==> config.mk <==
export PLATFORM = sky130hd
export DESIGN_NAME = mul_cpa_flat
export DESIGN_NICKNAME = d
export VERILOG_FILES = /design/src/rtl/mul_pkg.sv /design/src/rtl/mul_cpa_if.sv /design/src/rtl/cpa_half.sv /design/src/rtl/mul_cpa.sv /design/src/flat_wrapper.sv
export SDC_FILE = /design/constraint.sdc
export NUM_CORES = 1
export LEC_CHECK = 0
export CAP_MARGIN = 20
export CORE_ASPECT_RATIO = 0.7
export CORE_UTILIZATION = 45
export DETAILED_ROUTE_END_ITERATION = 10
export HOLD_SLACK_MARGIN = 0.03
export PLACE_DENSITY_LB_ADDON = 0.25
export SYNTH_ARGS = -nofsm -noshare
export SYNTH_HDL_FRONTEND = slang
export SYNTH_HIERARCHICAL = 1
export SYNTH_SLANG_ARGS = --single-unit
==> constraint.sdc <==
create_clock -name clk -period 5.5 [get_ports clk]
set_input_delay 1.1 -clock clk [delete_from_list [all_inputs] [get_ports clk]]
set_output_delay 1.1 -clock clk [all_outputs]
set_load 0.01 [all_outputs]
==> src/rtl/mul_pkg.sv <==
// Shared width constants and the stage-1 pipeline register layout for mul_cpa.
package mul_pkg;

  localparam int W = 64;
  localparam int H = W / 2;

  typedef struct packed {
    logic         valid;
    logic         long_res;
    logic         carry;
    logic [H-1:0] lo_sum;
    logic [H-1:0] hi_a;
    logic [H-1:0] hi_b;
  } stage1_t;

endpackage

==> src/rtl/mul_cpa_if.sv <==
// Input bundle and result handshake of mul_cpa; master drives operands, slave is the adder.
interface mul_cpa_if #(parameter int W = mul_pkg::W);

  logic         in_valid;
  logic         in_ready;
  logic [W-1:0] s0;
  logic [W-1:0] s1;
  logic [W-1:0] acc;
  logic         acc_en;
  logic         long;
  logic         out_valid;
  logic         out_ready;
  logic [W-1:0] result;
  logic         flag_n;
  logic         flag_z;

  modport master (
    output in_valid, s0, s1, acc, acc_en, long, out_ready,
    input  in_ready, out_valid, result, flag_n, flag_z
  );

  modport slave (
    input  in_valid, s0, s1, acc, acc_en, long, out_ready,
    output in_ready, out_valid, result, flag_n, flag_z
  );

endinterface

==> src/rtl/cpa_half.sv <==
// Half-width carry-propagate adder; one copy per pipeline stage of mul_cpa.
module cpa_half #(
  parameter int H = mul_pkg::H
) (
  input  logic [H-1:0] a,
  input  logic [H-1:0] b,
  input  logic         cin,
  output logic [H-1:0] sum,
  output logic         cout
);

  assign {cout, sum} = {1'b0, a} + {1'b0, b} + {{H{1'b0}}, cin};

endmodule

==> src/rtl/mul_cpa.sv <==
// Two-stage split carry-propagate adder for the multiplier's final sum/carry vectors.
// Optional accumulate (3:2 row ahead of the adder) is built when MUL_CPA_ACC_EN is defined.
module mul_cpa #(
  parameter int W = mul_pkg::W
) (
  input  logic      clk,
  input  logic      rst,
  mul_cpa_if.slave  bus
);
  import mul_pkg::*;

  logic [W-1:0] op_a, op_b, op_x, op_y;
  logic [H-1:0] lo_sum, hi_sum;
  logic         lo_cout, hi_cout;
  logic         unused_bits;

  assign op_a = bus.s0;
  assign op_b = {bus.s1[W-2:0], 1'b0};

`ifdef MUL_CPA_ACC_EN
  logic [W-1:0] op_c, maj;
  assign op_c = bus.acc_en ? bus.acc : '0;
  assign maj  = (op_a & op_b) | (op_a & op_c) | (op_b & op_c);
  assign op_x = op_a ^ op_b ^ op_c;
  // Majority bits carry weight 2^(i+1); the top one falls off the W-bit result.
  assign op_y = {maj[W-2:0], 1'b0};
  assign unused_bits = ^{bus.s1[W-1], maj[W-1], hi_cout};
`else
  assign op_x = op_a;
  assign op_y = op_b;
  assign unused_bits = ^{bus.s1[W-1], bus.acc, bus.acc_en, hi_cout};
`endif

  cpa_half #(.H(H)) u_lo (
    .a    (op_x[H-1:0]),
    .b    (op_y[H-1:0]),
    .cin  (1'b0),
    .sum  (lo_sum),
    .cout (lo_cout)
  );

  stage1_t      st1;
  logic         out_valid_q, flag_n_q, flag_z_q;
  logic [W-1:0] result_q;
  logic         s1_ready, s2_ready, take_in;

  // A stage may load when it is empty or its content moves on this cycle.
  assign s2_ready     = !out_valid_q || bus.out_ready;
  assign s1_ready     = !st1.valid || s2_ready;
  assign take_in      = bus.in_valid && s1_ready;
  assign bus.in_ready = s1_ready;

  // NOTE: sequential state uses non-blocking assignments so every register
  // samples the pre-edge values of its neighbours, independent of block order.
  always_ff @(posedge clk) begin
    if (rst) begin
      st1 <= '0;
    end else if (s1_ready) begin
      st1.valid <= take_in;
      if (take_in) begin
        st1.long_res <= bus.long;
        st1.carry    <= lo_cout;
        st1.lo_sum   <= lo_sum;
        st1.hi_a     <= op_x[W-1:H];
        st1.hi_b     <= op_y[W-1:H];
      end
    end
  end

  cpa_half #(.H(H)) u_hi (
    .a    (st1.hi_a),
    .b    (st1.hi_b),
    .cin  (st1.carry),
    .sum  (hi_sum),
    .cout (hi_cout)
  );

  logic [W-1:0] result_next;
  logic         flag_n_next, flag_z_next;

  assign result_next = st1.long_res ? {hi_sum, st1.lo_sum} : {{(W-H){1'b0}}, st1.lo_sum};
  assign flag_n_next = st1.long_res ? hi_sum[H-1] : st1.lo_sum[H-1];
  assign flag_z_next = (result_next == '0);

  always_ff @(posedge clk) begin
    if (rst) begin
      out_valid_q <= 1'b0;
      result_q    <= '0;
      flag_n_q    <= 1'b0;
      flag_z_q    <= 1'b0;
    end else if (s2_ready) begin
      out_valid_q <= st1.valid;
      if (st1.valid) begin
        result_q <= result_next;
        flag_n_q <= flag_n_next;
        flag_z_q <= flag_z_next;
      end
    end
  end

  assign bus.out_valid = out_valid_q;
  assign bus.result    = result_q;
  assign bus.flag_n    = flag_n_q;
  assign bus.flag_z    = flag_z_q;

endmodule

==> src/flat_wrapper.sv <==
// flat-port wrapper written by rule: the top's interface ports become plain ports
module mul_cpa_flat import mul_pkg::*;
#(
  parameter int W = mul_pkg::W
)
  (clk, rst, bus_in_valid, bus_s0, bus_s1, bus_acc, bus_acc_en, bus_long, bus_out_ready, bus_in_ready, bus_out_valid, bus_result, bus_flag_n, bus_flag_z);
  mul_cpa_if #(.W(W)) bus_i ();
  input  logic clk;
  input  logic rst;
  input wire logic [$bits(bus_i.in_valid)-1:0] bus_in_valid;
  input wire logic [$bits(bus_i.s0)-1:0] bus_s0;
  input wire logic [$bits(bus_i.s1)-1:0] bus_s1;
  input wire logic [$bits(bus_i.acc)-1:0] bus_acc;
  input wire logic [$bits(bus_i.acc_en)-1:0] bus_acc_en;
  input wire logic [$bits(bus_i.long)-1:0] bus_long;
  input wire logic [$bits(bus_i.out_ready)-1:0] bus_out_ready;
  output wire logic [$bits(bus_i.in_ready)-1:0] bus_in_ready;
  output wire logic [$bits(bus_i.out_valid)-1:0] bus_out_valid;
  output wire logic [$bits(bus_i.result)-1:0] bus_result;
  output wire logic [$bits(bus_i.flag_n)-1:0] bus_flag_n;
  output wire logic [$bits(bus_i.flag_z)-1:0] bus_flag_z;
  assign bus_i.in_valid = bus_in_valid;
  assign bus_i.s0 = bus_s0;
  assign bus_i.s1 = bus_s1;
  assign bus_i.acc = bus_acc;
  assign bus_i.acc_en = bus_acc_en;
  assign bus_i.long = bus_long;
  assign bus_i.out_ready = bus_out_ready;
  assign bus_in_ready = bus_i.in_ready;
  assign bus_out_valid = bus_i.out_valid;
  assign bus_result = bus_i.result;
  assign bus_flag_n = bus_i.flag_n;
  assign bus_flag_z = bus_i.flag_z;
  mul_cpa #(.W(W)) u_core (.clk(clk), .rst(rst), .bus(bus_i));
endmodule
==> summary.md <==
| Metric | Value |
|---|---|
| Outcome | `completed` |
| Power Density | `260 nW/µm²` |
| Post-Route M1 WL | `14.1 mm` |
| Fin. max-slew vios | `0` |
| CTS clk-pin slew, worst paths | `0.06 ns` |
| CTS resizes | `0` |
| Leading cell type in the layout, fill and taps excluded | `nand2_1` |
| Post-CTS Hold Buffers | `0` |
| Cell count after synthesis | `1,253` |
| Inst Count DP | `1,668` |
| Remaining DRCs | `0` |
| Setup CP Type | `flip-flop to flip-flop` |
| Metal2 WL | `10.7 mm` |
| Initial antenna violation count | `0` |
| GRT Util Overall | `24.7%` |
| Internal power | `2.25 mW` |
| Gate power share | `22.0%` |
| Pin count of the biggest net entering global routing | `99` |
| Setup_tns | `0 ns` |
| Area occupied by multi-input gates | `5860 µm²` |
| Final WL | `27.3 mm` |
| Starting Density | `46.1%` |
| HPWL after DPL | `20.4 mm` |
| Hold Worst Slack | `0.454 ns` |
| Inserted Diodes | `0` |
| Worst Setup Start Kind | `flip-flop` |
| Pleak | `4.77 nW` |
| Finished Cell Area | `12,200 µm²` |
| Clk_skew | `0.0122 ns` |
| First-pass GRT wire length | `42.4 mm` |
| Clock buffer count from CTS | `17` |
| Slew @ Worst Pin | `1.01 ns` |
| Die area | `21,900 µm²` |
| Routability cong. | `0.965` |
| RSZ-0062 raised after global routing | `false` |
| Die height | `124 µm` |
| Syn-to-layout area delta | `27.3%` |
| CP Data Required Time | `5.82 ns` |
| Dpl cell area | `11,600 µm²` |
| Non-Filler Instances | `1,699` |
| Synth warnings | `6` |
| GR Overflow Total | `0` |
| CP Max Fanout | `4` |
| Insertion delay to the later sink of the worst-skew pair | `0.42 ns` |
| Rows | `44` |
| Top layer in use | `met4` |
| CTS root buf | `clkbuf_16` |
| Vias in the first global route | `8,130` |
| Peak supply drop | `0.000197 V` |
| Final nets | `1,675` |
| DP Worst Slack | `1.61 ns` |
| CTS tree | `yes` |
| Pre-antenna DRT Iters | `5` |
| Syn Area/Cell | `7.66 µm²` |
| Worst EP arrival | `4.24 ns` |
| Post-synthesis cell area | `9600 µm²` |
| Clock network power share | `36.7%` |
| Sequential cell area | `3320 µm²` |
| IO Port Bufs | `199` |
| I/O pin count | `266` |
| Final Hold Viols | `0` |
| Sw Share | `29.3%` |
| Post CTS Setup Buffer Count | `0` |
| Via count | `9,424` |
| Max_cap viols | `0` |
| Commonest cells after routing, fill and taps aside | `nand2_1, a21oi_1, clkdlybuf4s50_1` |
| Total of fill cells in the finished design | `1,961` |
| Vias per cell | `5.55` |
| Met3 routed WL | `2.33 mm` |
| Iteration-0 DRC Markers | `920` |
| Final min period | `3.92 ns` |
| H-tree depth | `4` |
| Fmax | `255 MHz` |
| Share of layout cells above drive strength 1 | `5.13%` |
| Post-route ant nets | `0` |
| Slew HR | `32.4%` |
| CORE AREA | `20,800 µm²` |
| Final WS setup | `1.58 ns` |
| Min-Delay Path Class | `flip-flop to flip-flop` |
| Sequential share of power | `41.4%` |
| Worst-case clock buffer depth | `2` |
| Setup crit end kind | `flip-flop` |
| Final number of setup-violating endpoints | `0` |
| Final period util | `71.3%` |
| Avg WL per Cell | `16.1 µm` |
| Die width | `177 µm` |
| Switching Power | `0.931 mW` |
| # clock sinks | `166` |
[layout make-up]
class	instances	share of cell area (%)
multi-input cells	1005	47.9
clock buffers	22	3.96
clock inverters	9	0.758
repair buffers	207	16.9
flip-flops and latches	166	27.2
well taps	276	2.83
inverters	14	0.430
[metrics by stage]
step	utilization, %	total power, mW
2_1_floorplan	-	1.79
3_3_place_gp	55.8	2.02
3_5_place_dp	55.9	2.03
4_1_cts	58.7	3.19
5_1_grt	58.7	3.32
6_report	58.7	3.18
[per-layer routing]
metal  track usage (%)  vias to the layer above
li1                  -                     4695
met1              38.3                     4376
met2              33.7                      341
met3              6.14                       12
met4              5.01                        0
met5                 0                        -
[critical path, cell delays in order, from the launching register on]
cell and delay [ns]:
dfxtp_1 0.33, fa_1 0.47, fa_1 0.43, a21oi_1 0.24
o32ai_1 0.16, o211ai_2 0.33, a21o_1 0.27, o21ai_2 0.13
a2111oi_0 0.43, a311oi_1 0.14, nor4_1 0.33, nand4_1 0.15
o21a_1 0.23, o41ai_2 0.20
[worst paths after layout]
path,from,depth (start not counted),endpoint,slack [ns]
setup reg to reg,u_core/st1[32]$_SDFFE_PP0P_,13,u_core/bus.flag_z$_SDFFE_PP0P_,1.58
hold / removal,u_core/bus.result[29]$_SDFFE_PP0P_,2,u_core/bus.result[29]$_SDFFE_PP0P_,0.45
setup / recovery,u_core/st1[32]$_SDFFE_PP0P_,13,u_core/bus.flag_z$_SDFFE_PP0P_,1.58
hold reg to reg,u_core/bus.result[29]$_SDFFE_PP0P_,2,u_core/bus.result[29]$_SDFFE_PP0P_,0.45
[flip-flops by register name (all words and copies together), names as in the netlist]
signal / count
u_core/st1: 99
u_core/bus.out_valid: 1
u_core/bus.flag_z: 1
u_core/bus.flag_n: 1
u_core/bus.result: 64
[power groups by stage]
stage / registers (mW) / logic (mW) / clock network (mW)
final: 1.32 / 0.698 / 1.17
after CTS: 1.31 / 0.693 / 1.19
after global placement: 1.34 / 0.680 / 0
after floorplan: 1.33 / 0.463 / 0
after detailed placement: 1.34 / 0.688 / 0
after global routing: 1.32 / 0.769 / 1.23
No activity file was read; power rests on OpenSTA's default activity.
